[config.mk]
export PLATFORM = sky130hd
export DESIGN_NAME = cpu_axi_arbiter
export DESIGN_NICKNAME = d
export VERILOG_FILES = /design/src/rtl/cpu_axi_arbiter_pkg.sv /design/src/rtl/cpu_axi_arbiter.sv
export SDC_FILE = /design/constraint.sdc
export NUM_CORES = 1
export LEC_CHECK = 0
export ABC_AREA = 1
export ABC_CLOCK_PERIOD_IN_PS = 1800
export BUFFER_PORTS_ARGS = -buffer_cell sky130_fd_sc_hd__buf_2
export CORE_MARGIN = 5
export CORE_UTILIZATION = 35
export DETAILED_ROUTE_END_ITERATION = 7
export PLACE_DENSITY_LB_ADDON = 0.15
export SETUP_SLACK_MARGIN = 0.15
export SYNTH_ARGS = -nofsm -noshare
export SYNTH_HDL_FRONTEND = slang
export SYNTH_SLANG_ARGS = --single-unit
[constraint.sdc]
create_clock -name clk -period 1.8 [get_ports clk]
set_input_delay 0.09 -clock clk [delete_from_list [all_inputs] [get_ports clk]]
set_output_delay 0.09 -clock clk [all_outputs]
set_load 0.05 [all_outputs]
[src/rtl/cpu_axi_arbiter_pkg.sv]
// rtl/cpu_axi_arbiter_pkg.sv - shared FSM encoding and AXI-Lite constants for the CPU bus arbiter
package cpu_axi_arbiter_pkg;

  typedef enum logic [2:0] {
    ST_IDLE    = 3'd0,
    ST_RD_ADDR = 3'd1,
    ST_RD_DATA = 3'd2,
    ST_WR      = 3'd3,
    ST_WR_RESP = 3'd4,
    ST_DONE    = 3'd5
  } arb_state_t;

  localparam logic [1:0] AXI_RESP_OKAY    = 2'b00;
  localparam logic [2:0] AXI_PROT_DEFAULT = 3'b000;

  function automatic logic resp_is_err(input logic [1:0] resp);
    return resp != AXI_RESP_OKAY;
  endfunction

endpackage

[src/rtl/cpu_axi_arbiter.sv]
// rtl/cpu_axi_arbiter.sv - shares one AXI4-Lite master between the IF and MEM pipeline ports
module cpu_axi_arbiter
  import cpu_axi_arbiter_pkg::*;
#(
  parameter int ADDR_W = 32,
  parameter int DATA_W = 32
) (
  input  logic                clk,
  input  logic                rst,
  input  logic                inst_req,
  input  logic [ADDR_W-1:0]   inst_addr,
  output logic                inst_ack,
  output logic [DATA_W-1:0]   inst_rdata,
  input  logic                data_req,
  input  logic                data_we,
  input  logic [ADDR_W-1:0]   data_addr,
  input  logic [DATA_W-1:0]   data_wdata,
  input  logic [DATA_W/8-1:0] data_wstrb,
  output logic                data_ack,
  output logic [DATA_W-1:0]   data_rdata,
  output logic                bus_err,
  output logic                stallreq_if,
  output logic                stallreq_mem,
  output logic                m_arvalid,
  input  logic                m_arready,
  output logic [ADDR_W-1:0]   m_araddr,
  output logic [2:0]          m_arprot,
  input  logic                m_rvalid,
  output logic                m_rready,
  input  logic [DATA_W-1:0]   m_rdata,
  input  logic [1:0]          m_rresp,
  output logic                m_awvalid,
  input  logic                m_awready,
  output logic [ADDR_W-1:0]   m_awaddr,
  output logic [2:0]          m_awprot,
  output logic                m_wvalid,
  input  logic                m_wready,
  output logic [DATA_W-1:0]   m_wdata,
  output logic [DATA_W/8-1:0] m_wstrb,
  input  logic                m_bvalid,
  output logic                m_bready,
  input  logic [1:0]          m_bresp
);

  localparam int STRB_W = DATA_W / 8;

  arb_state_t          state, state_n;
  logic                owner_data_q, owner_data_n;
  logic [ADDR_W-1:0]   addr_q, addr_n;
  logic [DATA_W-1:0]   wdata_q, wdata_n;
  logic [STRB_W-1:0]   wstrb_q, wstrb_n;
  logic                err_q, err_n;
  logic                aw_done_q, aw_done_n;
  logic                w_done_q, w_done_n;
  logic                arvalid_q, arvalid_n;
  logic                rready_q, rready_n;
  logic                awvalid_q, awvalid_n;
  logic                wvalid_q, wvalid_n;
  logic                bready_q, bready_n;
  logic [DATA_W-1:0]   inst_rdata_q, inst_rdata_n;
  logic [DATA_W-1:0]   data_rdata_q, data_rdata_n;

  // Channel valids/readies are computed one cycle ahead so the AXI side is fully registered.
  always_comb begin
    state_n      = state;
    owner_data_n = owner_data_q;
    addr_n       = addr_q;
    wdata_n      = wdata_q;
    wstrb_n      = wstrb_q;
    err_n        = err_q;
    aw_done_n    = aw_done_q;
    w_done_n     = w_done_q;
    arvalid_n    = arvalid_q;
    rready_n     = rready_q;
    awvalid_n    = awvalid_q;
    wvalid_n     = wvalid_q;
    bready_n     = bready_q;
    inst_rdata_n = inst_rdata_q;
    data_rdata_n = data_rdata_q;

    case (state)
      ST_IDLE: begin
        // MEM holds the older instruction, so it wins a simultaneous request.
        if (data_req) begin
          owner_data_n = 1'b1;
          addr_n       = data_addr;
          wdata_n      = data_wdata;
          wstrb_n      = data_wstrb;
          err_n        = 1'b0;
          if (data_we) begin
            state_n   = ST_WR;
            awvalid_n = 1'b1;
            wvalid_n  = 1'b1;
            aw_done_n = 1'b0;
            w_done_n  = 1'b0;
          end else begin
            state_n   = ST_RD_ADDR;
            arvalid_n = 1'b1;
          end
        end else if (inst_req) begin
          owner_data_n = 1'b0;
          addr_n       = inst_addr;
          wdata_n      = '0;
          wstrb_n      = '0;
          err_n        = 1'b0;
          state_n      = ST_RD_ADDR;
          arvalid_n    = 1'b1;
        end
      end
      ST_RD_ADDR: begin
        if (m_arready) begin
          arvalid_n = 1'b0;
          rready_n  = 1'b1;
          state_n   = ST_RD_DATA;
        end
      end
      ST_RD_DATA: begin
        if (m_rvalid) begin
          rready_n = 1'b0;
          err_n    = resp_is_err(m_rresp);
          if (owner_data_q) data_rdata_n = m_rdata;
          else              inst_rdata_n = m_rdata;
          state_n  = ST_DONE;
        end
      end
      ST_WR: begin
        if (awvalid_q && m_awready) begin
          aw_done_n = 1'b1;
          awvalid_n = 1'b0;
        end
        if (wvalid_q && m_wready) begin
          w_done_n = 1'b1;
          wvalid_n = 1'b0;
        end
        if (aw_done_n && w_done_n) begin
          bready_n = 1'b1;
          state_n  = ST_WR_RESP;
        end
      end
      ST_WR_RESP: begin
        if (m_bvalid) begin
          bready_n = 1'b0;
          err_n    = resp_is_err(m_bresp);
          state_n  = ST_DONE;
        end
      end
      ST_DONE: state_n = ST_IDLE;
      default: state_n = ST_IDLE;
    endcase
  end

  always_ff @(posedge clk) begin
    if (rst) begin
      state        <= ST_IDLE;
      owner_data_q <= 1'b0;
      addr_q       <= '0;
      wdata_q      <= '0;
      wstrb_q      <= '0;
      err_q        <= 1'b0;
      aw_done_q    <= 1'b0;
      w_done_q     <= 1'b0;
      arvalid_q    <= 1'b0;
      rready_q     <= 1'b0;
      awvalid_q    <= 1'b0;
      wvalid_q     <= 1'b0;
      bready_q     <= 1'b0;
      inst_rdata_q <= '0;
      data_rdata_q <= '0;
    end else begin
      state        <= state_n;
      owner_data_q <= owner_data_n;
      addr_q       <= addr_n;
      wdata_q      <= wdata_n;
      wstrb_q      <= wstrb_n;
      err_q        <= err_n;
      aw_done_q    <= aw_done_n;
      w_done_q     <= w_done_n;
      arvalid_q    <= arvalid_n;
      rready_q     <= rready_n;
      awvalid_q    <= awvalid_n;
      wvalid_q     <= wvalid_n;
      bready_q     <= bready_n;
      inst_rdata_q <= inst_rdata_n;
      data_rdata_q <= data_rdata_n;
    end
  end

  assign inst_ack     = (state == ST_DONE) && !owner_data_q;
  assign data_ack     = (state == ST_DONE) && owner_data_q;
  assign bus_err      = (state == ST_DONE) && err_q;
  assign inst_rdata   = inst_rdata_q;
  assign data_rdata   = data_rdata_q;
  assign stallreq_if  = inst_req & ~inst_ack;
  assign stallreq_mem = data_req & ~data_ack;

  assign m_arvalid = arvalid_q;
  assign m_araddr  = addr_q;
  assign m_arprot  = AXI_PROT_DEFAULT;
  assign m_rready  = rready_q;
  assign m_awvalid = awvalid_q;
  assign m_awaddr  = addr_q;
  assign m_awprot  = AXI_PROT_DEFAULT;
  assign m_wvalid  = wvalid_q;
  assign m_wdata   = wdata_q;
  assign m_wstrb   = wstrb_q;
  assign m_bready  = bready_q;

endmodule

# [After elaboration in Yosys (flattened, before gate mapping)]
# Cells that the tools add are included.
[totals] output_inout_bits=180 rom_bits=0 elab_cells=107 latchBits=0 reg_bits=144 mem_count=0 ramBits=0
[op_classes] n_addsub=0 div=0 n_bitwise=5 multipliers=0 reduce_logical=27 n_eq_ne=15 shift=0 n_mux=45 order_cmp=0
[op_table] cell="two-way mux 32 bit" n=4
[op_table] cell="two-way mux 1 bit" n=23
[op_table] cell="two-way mux 3 bit" n=6
[op_table] cell="!= test 2 bit, second input constant" n=8
[op_table] cell="AND reduction 4 bit" n=4
[op_table] cell="case mux 3 bit (5 select lines)" n=1
[op_table] cell="AND reduction 3 bit" n=5
[op_table] cell="case mux 1 bit (2 select lines)" n=7
[op_table] cell="nonzero test 2 bit" n=7
[op_table] cell="two-way mux 4 bit" n=2
[op_table] cell="== test 3 x 2 -> 1 bit, second input constant" n=2
[op_table] cell="== test 3 bit, second input constant" n=2
[op_table] cell="logical AND 1 bit" n=6
[op_table] cell="!= test 3 bit, second input constant" n=2
[op_table] cell="AND reduction 5 bit" n=1
[op_table] cell="== test 3 x 1 -> 1 bit, second input constant" n=1
[op_table] cell="logical NOT 3 bit" n=1
[op_table] cell="inverter 1 bit" n=3
[op_table] cell="case mux 1 bit (3 select lines)" n=1
[op_table] cell="nonzero test 3 bit" n=1
[op_table] cell="bitwise AND 1 bit" n=2
[op_table] cell="two-way mux 2 bit" n=1
[op_table] cell="AND reduction 2 bit" n=1
[op_table] cell="logical NOT 1 bit" n=1

# [Logic depth before layout (Yosys ltp)]
# Gate-level depths: netlist of run 1.
[depth] word_depth=6 ltp_mapped=11 depth_no_buf=9

# [Least setup slack after synthesis of run 1]
# OpenSTA, ideal clock, no wires.
[synth_path] kind="register to output" start="reg state[2]" end="out stallreq_if" setup_slack_ps=-63 required_ps=1710 stages_incl_launch_ff=6 arrival_ps=1773 cell_sequence="dfxtp_1 -> inv_2 -> nor2_1 -> inv_1 -> nor2_1 -> nor2_1"
[synth_via] elab_chain_len=4
[synth_rtl] element="start, declared" line="cpu_axi_arbiter.sv:47" text="arb_state_t state, state_n;"
[synth_rtl] element="start signal, assigned" line="cpu_axi_arbiter.sv:170" text="state <= state_n;"
[synth_rtl] element="== test 3 bit" line="cpu_axi_arbiter.sv:188" text="assign inst_ack = (state == ST_DONE) && !owner_data_q;"
[synth_rtl] element="logical AND 1 bit" line="cpu_axi_arbiter.sv:188"
[synth_rtl] element="net inst_ack" line="cpu_axi_arbiter.sv:12" text="output logic inst_ack,"
[synth_rtl] element="inverter 1 bit" line="cpu_axi_arbiter.sv:193" text="assign stallreq_if = inst_req & ~inst_ack;"
[synth_rtl] element="bitwise AND 1 bit" line="cpu_axi_arbiter.sv:193"
[synth_rtl] element="end, declared" line="cpu_axi_arbiter.sv:22" text="output logic stallreq_if,"
# The timed path passes the listed nets, and every way through them passes these cells.

# [Worst setup path after layout of run 1]
[layout_path] start="reg state[1]" end="out stallreq_mem"
[layout_via] elab_chain_len=4
[layout_rtl] element="== test 3 bit" line="cpu_axi_arbiter.sv:189" text="assign data_ack = (state == ST_DONE) && owner_data_q;"
[layout_rtl] element="logical AND 1 bit" line="cpu_axi_arbiter.sv:189"
[layout_rtl] element="inverter 1 bit" line="cpu_axi_arbiter.sv:194" text="assign stallreq_mem = data_req & ~data_ack;"
[layout_rtl] element="bitwise AND 1 bit" line="cpu_axi_arbiter.sv:194"
[layout_rtl] element="end, declared" line="cpu_axi_arbiter.sv:23" text="output logic stallreq_mem,"
# No other way between the ends.

==> results of run 1 <==
-- worst paths after layout --
check | start | end
setup / recovery | state[1] | stallreq_mem
hold / removal | inst_addr[28] | m_araddr[28]
setup reg to reg | state[2] | inst_rdata[13]
hold reg to reg | m_bready | m_bready
-- worst max-delay path: stages, from the launching register on --
cell     delay [ns]
dfxtp_2        0.35
inv_2          0.09
nand2_1        0.05
nor2_1         0.09
inv_1          0.09
o21ai_1        0.16
inv_1          0.06
buf_4          0.18
-- cell usage after synthesis --
cell / number / area (um^2)
nand4_1: 2 / 12.51
nand2_1: 198 / 743.2
o31ai_1: 1 / 7.510
nand2_4: 1 / 11.26
conb_1: 1 / 3.750
inv_2: 5 / 18.77
nand3_1: 7 / 35.03
nor2_2: 12 / 75.07
buf_4: 41 / 307.8
dfxtp_1: 144 / 2883
buf_1: 1 / 3.750
a21oi_1: 45 / 225.2
nor2_4: 4 / 45.04
and2_0: 1 / 6.260
o21bai_1: 1 / 7.510
clkinv_2: 1 / 5.000
o21ai_1: 9 / 45.04
buf_6: 6 / 67.56
o21ai_0: 93 / 465.5
inv_1: 20 / 75.07
nand2_2: 1 / 6.260
buf_2: 18 / 90.09
nor2_1: 208 / 780.8
clkbuf_1: 21 / 78.83
-- metrics by stage --
step | setup WS [ns] | power, mW | hold slack [ns] | cells
after floorplan | 0.2512 | 9.952 | 0.2249 | 846
after global placement | 0.2248 | 11.21 | 0.3311 | 1313
after global routing | 0.1081 | 15.56 | 0.01097 | 1446
after CTS | 0.1519 | 14.81 | 0.0007627 | 1440
after detailed placement | 0.2117 | 11.22 | 0.3358 | 1313
final | 0.2085 | 14.73 | 0.01461 | 1446
-- logic make-up after synthesis --
| group | Yosys count | share of synthesized area (%) |
|---|---|---|
| flip-flops | 144 | 48.05 |
| buffers and inverters | 113 | 10.78 |
| AND/OR/NAND/NOR | 434 | 28.59 |
| other | 1 | 0.06251 |
| AO/OA/AOI/OAI | 149 | 12.51 |
-- sequential cells by signal, summed over array words and instances, names as in the netlist --
name and count:
state 3, data_rdata 32, m_wstrb 4, inst_rdata 32
aw_done_q 1, m_rready 1, err_q 1, m_arvalid 1
m_bready 1, m_wdata 32, m_awvalid 1, w_done_q 1
m_araddr 32, m_wvalid 1, owner_data_q 1
-- timing repair --
| item | in CTS | in global routing |
|---|---|---|
| buffers inserted | 0 | 4 |
| hold buffers | 95 | 0 |
| endpoints found under the setup margin | 3 | 53 |
| hold endpoints to repair | 119 | 0 |
| gates resized for setup | 3 | 11 |
-- routing by layer --
metal,GRT usage (%),vias up,part of all wire [%],wire (um)
met3,5.317,34,6.9,1433
met4,8.567,0,2.4,501
met2,34.05,238,49,10140
met5,0,-,0,0
met1,23.98,2898,42,8578
li1,-,3343,-,-
-- power breakdown --
part	leakage (nW)	switching, mW	total (mW)	internal [mW]
registers	1.18	0.467	4.34	3.88
clock network	0.272	1.48	3.37	1.89
logic	3.34	5.33	7.02	1.69
-- area by class of cell --
| cell class | instances | area [um^2] | share of cell area (%) |
|---|---|---|---|
| sequential | 144 | 2889 | 31.77 |
| timing repair buffer | 433 | 2763 | 30.38 |
| multi-input combinational | 589 | 2494 | 27.43 |
| clock buffer | 19 | 452.9 | 4.981 |
| tap | 220 | 275.3 | 3.027 |
| clock inverter | 13 | 115.1 | 1.266 |
| inverter | 26 | 98.84 | 1.087 |
| antenna | 2 | 5.005 | 0.05504 |
==> impl_metrics.toml, run 1 <==
[drt]
routed_wl_um = 20650
via_per_inst = 4.504
drc = 0
ant_nets = 0
vias = 6513
drt_iter0_drc = 292
post_drt_wl_per_cell_um = 14.28
first_pass_iters = 5

[sta]
grt_setup_unrepaired = "yes"
finalMaxSlewViolations = 0
tns_ns = 0
finalSetupViolations = 0
hold_violations = 0
max_freq_mhz = 628.3
fin_crit_ns = 1.592
fin_crit_sh_pct = 88.42
clock_skew_ns = 0.009500

[cts]
cts_buffer_depth = 2
cts_inserted_buffers = 17
cts_tree = "built"
path_clk_slew_ns = 0.06
cts_max_level = 4
cts_sinks = 144
root_buffer = "clkbuf_16"
clk_latency_ns = 0.41

[placement]
numPortBuffers = 319
post_dp_cell_area_um2 = 7507
dp_hpwl_um = 14010
routabilityCongestion = 0.8351

[worst_setup_path]
worstPathArrival_ns = 1.50
r2r_slack_ns = 0.29
critPathKind = "reg -> out"
worstPathMaxFanout = 5
worst_r2r_path_depth = 9
critPathRequiredTime_ns = 1.71
end_kind = "primary output"
start_kind = "flip-flop"

[floorplanning]
die_area_um2 = 19860
num_io_pins = 326
start_util_pct = 35.92
rows = 47
die_y_um = 140.9
die_w_um = 140.9
core_area_um2 = 16700

[logic_synthesis]
netlist_area_um2 = 6000
syn_inst = 841
ys_warn_count = 0
yosysSeqAreaShare_pct = 48.05
synth_cell_types = 24
synth_seq_cells = 144
avgSynthCellArea_um2 = 7.134

[final_layout]
synthToLayoutAreaGrowth_pct = 51.55
final_common_cell = "buf_2"
layout-drive-gt1-share_pct = 32.68
fin_nets = 1357
nFillCells = 1600
final_util_pct = 54.44
layout_common_cells = "buf_2, nor2_1, nand2_1"
finalInstanceArea_um2 = 9092

[global_route]
grt_max_degree = 71
grt_antenna_before_repair = 2
grtUsageTotal_pct = 20.06
overflow = 0
grt_pass1_vias = 6335
grt_pass1_wl_um = 31980

[run_status]
status = "complete, no violations"

[job]
maxCapViolCount = 0

[min_path]
hp-class = "in -> reg"
whs_path_depth = 5

[power_and_ir_drop]
power_density_nw_per_um2 = 1620
vdd_drop_max_v = 0.0009356
p_leak_nw = 4.786
(Power assumes the default switching activity.)
==> inputs of run 2 (changes only) <==
Settings changed: ABC_CLOCK_PERIOD_IN_PS 1800 to 1500, CORE_ASPECT_RATIO set to 1.2, PLACE_DENSITY set to 0.65, PLACE_DENSITY_LB_ADDON 0.15 to not set.
Clock period 1.8 ns to 1.5 ns, I/O delays scaled along.
==> run 2 against run 1 <==
The run now ends with negative setup slack left; total power grew 48%; flip-flop and latch count stayed put; final area increased by 21%; worst setup slack got worse by 0.27 ns; worst hold slack gained 0.0069 ns; global-route usage rose by 2.9 points; count of clock-buffer cells in the layout down 2; combinational power increased by 75%; clock power is 29% higher; sequential share of layout area fell by 5.4 points.
==> impl_metrics.toml, run 2 (synthesized netlist as in run 1, its figures left out) <==
[run_status]
status = "complete, but fails checks"
violations = "negative setup slack"

[worst_setup_path]
r2r_slack_ns = -0.06
path_buf_inv = 5
slowest_delay_ns = 0.33
worstPathArrival_ns = 1.87
cp_cell_sequence = "inv_2, buf_6, nand2_4, nor2_4, nand2_4, buf_12, nor2_4, inv_4, buf_12, nor2_1, nor2_1"
crit_family = "simple AND/OR/NAND/NOR gates"
worst_r2r_path_depth = 11
critPathRequiredTime_ns = 1.81
start_kind = "flip-flop"
end_kind = "flip-flop"
worstPathMaxFanout = 11
timing.rr.start = "state[2]"
critPathKind = "reg -> reg"
r2r_end = "inst_rdata[5]"
slowest_stage = "dfxtp_2"

[placement]
dp_hpwl_um = 14650
placed_cells = 1326
numPortBuffers = 319
dp_slack_ns = 0.04025
routabilityCongestion = 0.8519
post_dp_cell_area_um2 = 7681

[global_route]
grt_max_degree = 49
grt_antenna_before_repair = 1
grt_pass1_vias = 7110
grtUsageTotal_pct = 22.99
overflow = 0
grt_pass1_wl_um = 35990

[floorplanning]
start_util_pct = 35.60
die_y_um = 153.4
rows = 52
core_area_um2 = 16850
num_io_pins = 326
die_area_um2 = 19870
die_w_um = 129.5

[sta]
finalMaxSlewViolations = 0
finalSetupViolations = 70
clock_skew_ns = 0.007447
fin_crit_ns = 1.560
fin_hold_ws_ns = 0.02154
hold_violations = 0
grt_setup_unrepaired = "yes"
worst_slew_pin_slew_ns = 0.5355
max_freq_mhz = 640.9
relSlewSlack_pct = 64.30
worst_slack_ns = -0.06033
fin_crit_sh_pct = 104.0
tns_ns = -1.356

[drt]
first_pass_iters = 5
ant_nets = 0
routed_wl_um = 25060
drc = 0
via_per_inst = 4.757
vias = 7273
drt_iter0_drc = 371
post_drt_wl_per_cell_um = 16.39

[cts]
cts_sinks = 144
cts_buffer_depth = 2
root_buffer = "clkbuf_16"
cts_inserted_buffers = 17
clk_latency_ns = 0.42
path_clk_slew_ns = 0.07
cts_max_level = 4
cts_tree = "built"

[final_layout]
layout_common_cells = "buf_2, nor2_1, nand2_1"
synthToLayoutAreaGrowth_pct = 82.63
layout-drive-gt1-share_pct = 45.58
finalNonFillerCells = 1529
fin_nets = 1445
final_common_cell = "buf_2"
finalInstanceArea_um2 = 10960
final_util_pct = 65.02

[min_path]
min_to = "m_araddr[13]"
hp-start = "inst_addr[13]"
hp-class = "in -> reg"
whs_path_depth = 5

[power_and_ir_drop]
finalPower_mw = 21.87
p_leak_nw = 5.507
vdd_drop_max_v = 0.0008167
power_density_nw_per_um2 = 1996

[job]
maxCapViolCount = 0
==> run 2: layer usage <==
metal  global-route usage [%]  routed length, um
met1                    24.01               8993
met2                    40.66              12930
met3                    6.038               1792
met4                    13.71               1343
met5                        0                  0
==> run 2: cell type report <==
cell class	instances	area, um^2
Sequential cell	144	2892
Timing Repair Buffer	521	4020
Inverter	26	117.6
Clock buffer	17	425.4
Fill cell	1340	5894
Multi-Input combinational cell	589	3053
Tap cell	216	270.3
Clock inverter	15	176.4
Antenna cell	1	2.502
==> run 2: worst max-delay path by stage <==
stage                         from             end  cells after the start  slack, ns
after floorplan           state[2]         bus_err                      4       0.10
after global placement    state[0]     m_wdata[10]                      9        0.1
after detailed placement  state[0]     m_wdata[10]                      9       0.04
after CTS                 state[2]     stallreq_if                      7      -0.02
after global routing      state[2]  inst_rdata[10]                     11      -0.15
final                     state[2]   inst_rdata[5]                     11      -0.06
==> run 2: worst register-to-register path, stage by stage, from the launching register on <==
cell,delay (ns)
dfxtp_2,0.33
inv_2,0.06
buf_6,0.09
nand2_4,0.04
nor2_4,0.13
nand2_4,0.08
buf_12,0.13
nor2_4,0.16
inv_4,0.10
buf_12,0.16
nor2_1,0.10
nor2_1,0.05
==> run 2: repair_timing <==
item / in CTS / in global routing
pin swaps: 25 / 81
endpoints found under the hold margin: 128 / 0
setup endpoints to repair: 107 / 148
gates cloned: 11 / 3
buffers inserted: 30 / 6
gates resized for setup: 102 / 174
hold buffers: 120 / 0
==> run 2: report_power, final <==
part           leakage (nW)  total [mW]  switching (mW)  internal (mW)
logic                  4.05        12.3            7.92           4.39
clock network         0.283        4.34            1.83           2.51
registers              1.18        5.23           0.572           4.65
==> inputs of run 3 (changes only) <==
Settings changed: ABC_CLOCK_PERIOD_IN_PS 1500 to 1700, CORE_ASPECT_RATIO 1.2 to 0.9.
Clock period 1.5 ns to 1.7 ns, I/O delays scaled along.
==> run 3 against run 2 <==
The run now ends clean; cell count is 5.8% lower; total power is 27% lower; sequential share of layout area is 4.9 points higher; flip-flop and latch count stayed put; sequential power is 12% lower; worst hold slack worse by 0.0022 ns; largest cell class is now sequential cells.
==> impl_metrics.toml, run 3 (synthesized netlist as in run 1, its figures left out) <==
[final_layout]
finalInstanceArea_um2 = 9245
layout_common_cells = "buf_2, nor2_1, nand2_1"
nFillCells = 1577
layout-drive-gt1-share_pct = 32.71
final_common_cell = "buf_2"
synthToLayoutAreaGrowth_pct = 54.10
final_util_pct = 54.92
fin_nets = 1363

[placement]
dp_hpwl_um = 13940
post_dp_cell_area_um2 = 7496
numPortBuffers = 319
dp_slack_ns = 0.1367
routabilityCongestion = 0.8352

[sta]
fin_crit_sh_pct = 88.74
tns_ns = 0
grt_setup_unrepaired = "yes"
finalMaxSlewViolations = 0
fin_crit_ns = 1.509
max_freq_mhz = 662.9
clock_skew_ns = 0.009247
worst_slack_ns = 0.1914
finalSetupViolations = 0
hold_violations = 0

[worst_setup_path]
slowest_delay_ns = 0.37
critPathKind = "reg -> out"
start_kind = "flip-flop"
slowest_stage = "dfxtp_4"
end_kind = "primary output"
cp_cell_sequence = "inv_4, nand2_2, nor2_4, inv_4, nor2_4, nor2_2, buf_6"
worstPathArrival_ns = 1.42
worstPathMaxFanout = 5
critPathRequiredTime_ns = 1.62

[cts]
cts_inserted_buffers = 17
cts_tree = "built"
root_buffer = "clkbuf_16"
clk_latency_ns = 0.42
cts_sinks = 144
cts_max_level = 4
cts_buffer_depth = 2
path_clk_slew_ns = 0.06

[floorplanning]
core_area_um2 = 16830
die_w_um = 148.0
start_util_pct = 35.64
num_io_pins = 326
die_area_um2 = 19860
rows = 45
die_y_um = 134.2

[global_route]
grt_max_degree = 66
grt_pass1_vias = 6423
grtUsageTotal_pct = 20.32
overflow = 0
grt_antenna_before_repair = 1
grt_pass1_wl_um = 32750

[drt]
vias = 6658
drc = 0
ant_nets = 0
routed_wl_um = 21220
post_drt_wl_per_cell_um = 14.72
drt_iter0_drc = 286
via_per_inst = 4.620
first_pass_iters = 7

[job]
maxCapViolCount = 0

[power_and_ir_drop]
power_density_nw_per_um2 = 1727
finalPower_mw = 15.96
vdd_drop_max_v = 0.0009755
p_leak_nw = 4.831

[min_path]
hp-class = "in -> reg"

[run_status]
status = "complete, no violations"
## run 3: changes by cell type in the layout (fill, tap and decap cells not counted), moves of 13 or more
cell	before	now
buf_6	29	9
a21oi_1	22	45
nor2_1	168	202
buf_4	24	6
o21ai_0	52	92
a21oi_2	22	0
o21ai_2	31	1
dlygate4sd3_1	120	104
nor2_2	39	15
buf_12	17	4
nand2_4	16	1
nand2_2	18	2
nand2_1	166	197
## run 3: report_power, final
group | total [mW] | leakage, nW | switching [mW] | internal (mW)
combinational | 7.67 | 3.38 | 5.77 | 1.90
sequential | 4.61 | 1.18 | 0.499 | 4.11
clock | 3.69 | 0.276 | 1.49 | 2.20
total | 16.0 | 4.83 | 7.75 | 8.21
## run 3: final cells by class
type,count,area (um^2),share of cell area (%)
sequential,144,2892,31.28
timing repair buffer,439,2879,31.14
multi-input combinational,589,2525,27.31
clock buffer,19,442.9,4.791
tap,211,264.0,2.856
clock inverter,12,136.4,1.475
inverter,26,103.9,1.123
antenna,1,2.502,0.02707
## run 3: metrics by stage
stage | hold slack, ns | cells
3_5_place_dp | 0.3284 | 1304
5_1_grt | 0.02303 | 1441
2_1_floorplan | 0.2199 | 846
4_1_cts | 0.001040 | 1439
6_report | 0.01938 | 1441
3_3_place_gp | 0.3233 | 1304
## run 3: per-layer routing
layer | vias up | part of all wire, % | track usage, %
met5 | - | 0 | 0
met4 | 0 | 1.9 | 6.978
met3 | 33 | 6.7 | 4.966
met2 | 250 | 49 | 35.33
met1 | 3021 | 42 | 24.58
li1 | 3354 | - | -
## run 3: worst max-delay path: cells and delay by family, from the launching register on
kind                   cells  cell delay (ns)
buffers and inverters      3             0.27
AND/OR/NAND/NOR            4             0.37
flip-flops                 1             0.37
## run 3: timing repair
| item | CTS | global route |
|---|---|---|
| gates resized for setup | 8 | 27 |
| buffers inserted | 0 | 0 |
| gates cloned | 0 | 1 |
| endpoints found under the hold margin | 124 | 0 |
| pin swaps | 0 | 2 |
| hold buffers | 104 | 0 |
| endpoints found under the setup margin | 13 | 97 |
## run 3: worst paths after layout
check	slack (ns)	cells after the start	endpoint	from
worst max-delay path	0.19	7	stallreq_if	state[1]
worst min-delay path	0.02	5	m_araddr[17]	inst_addr[17]
worst max register to register	0.25	9	data_rdata[3]	state[2]
worst min register to register	0.46	2	m_bready	m_bready
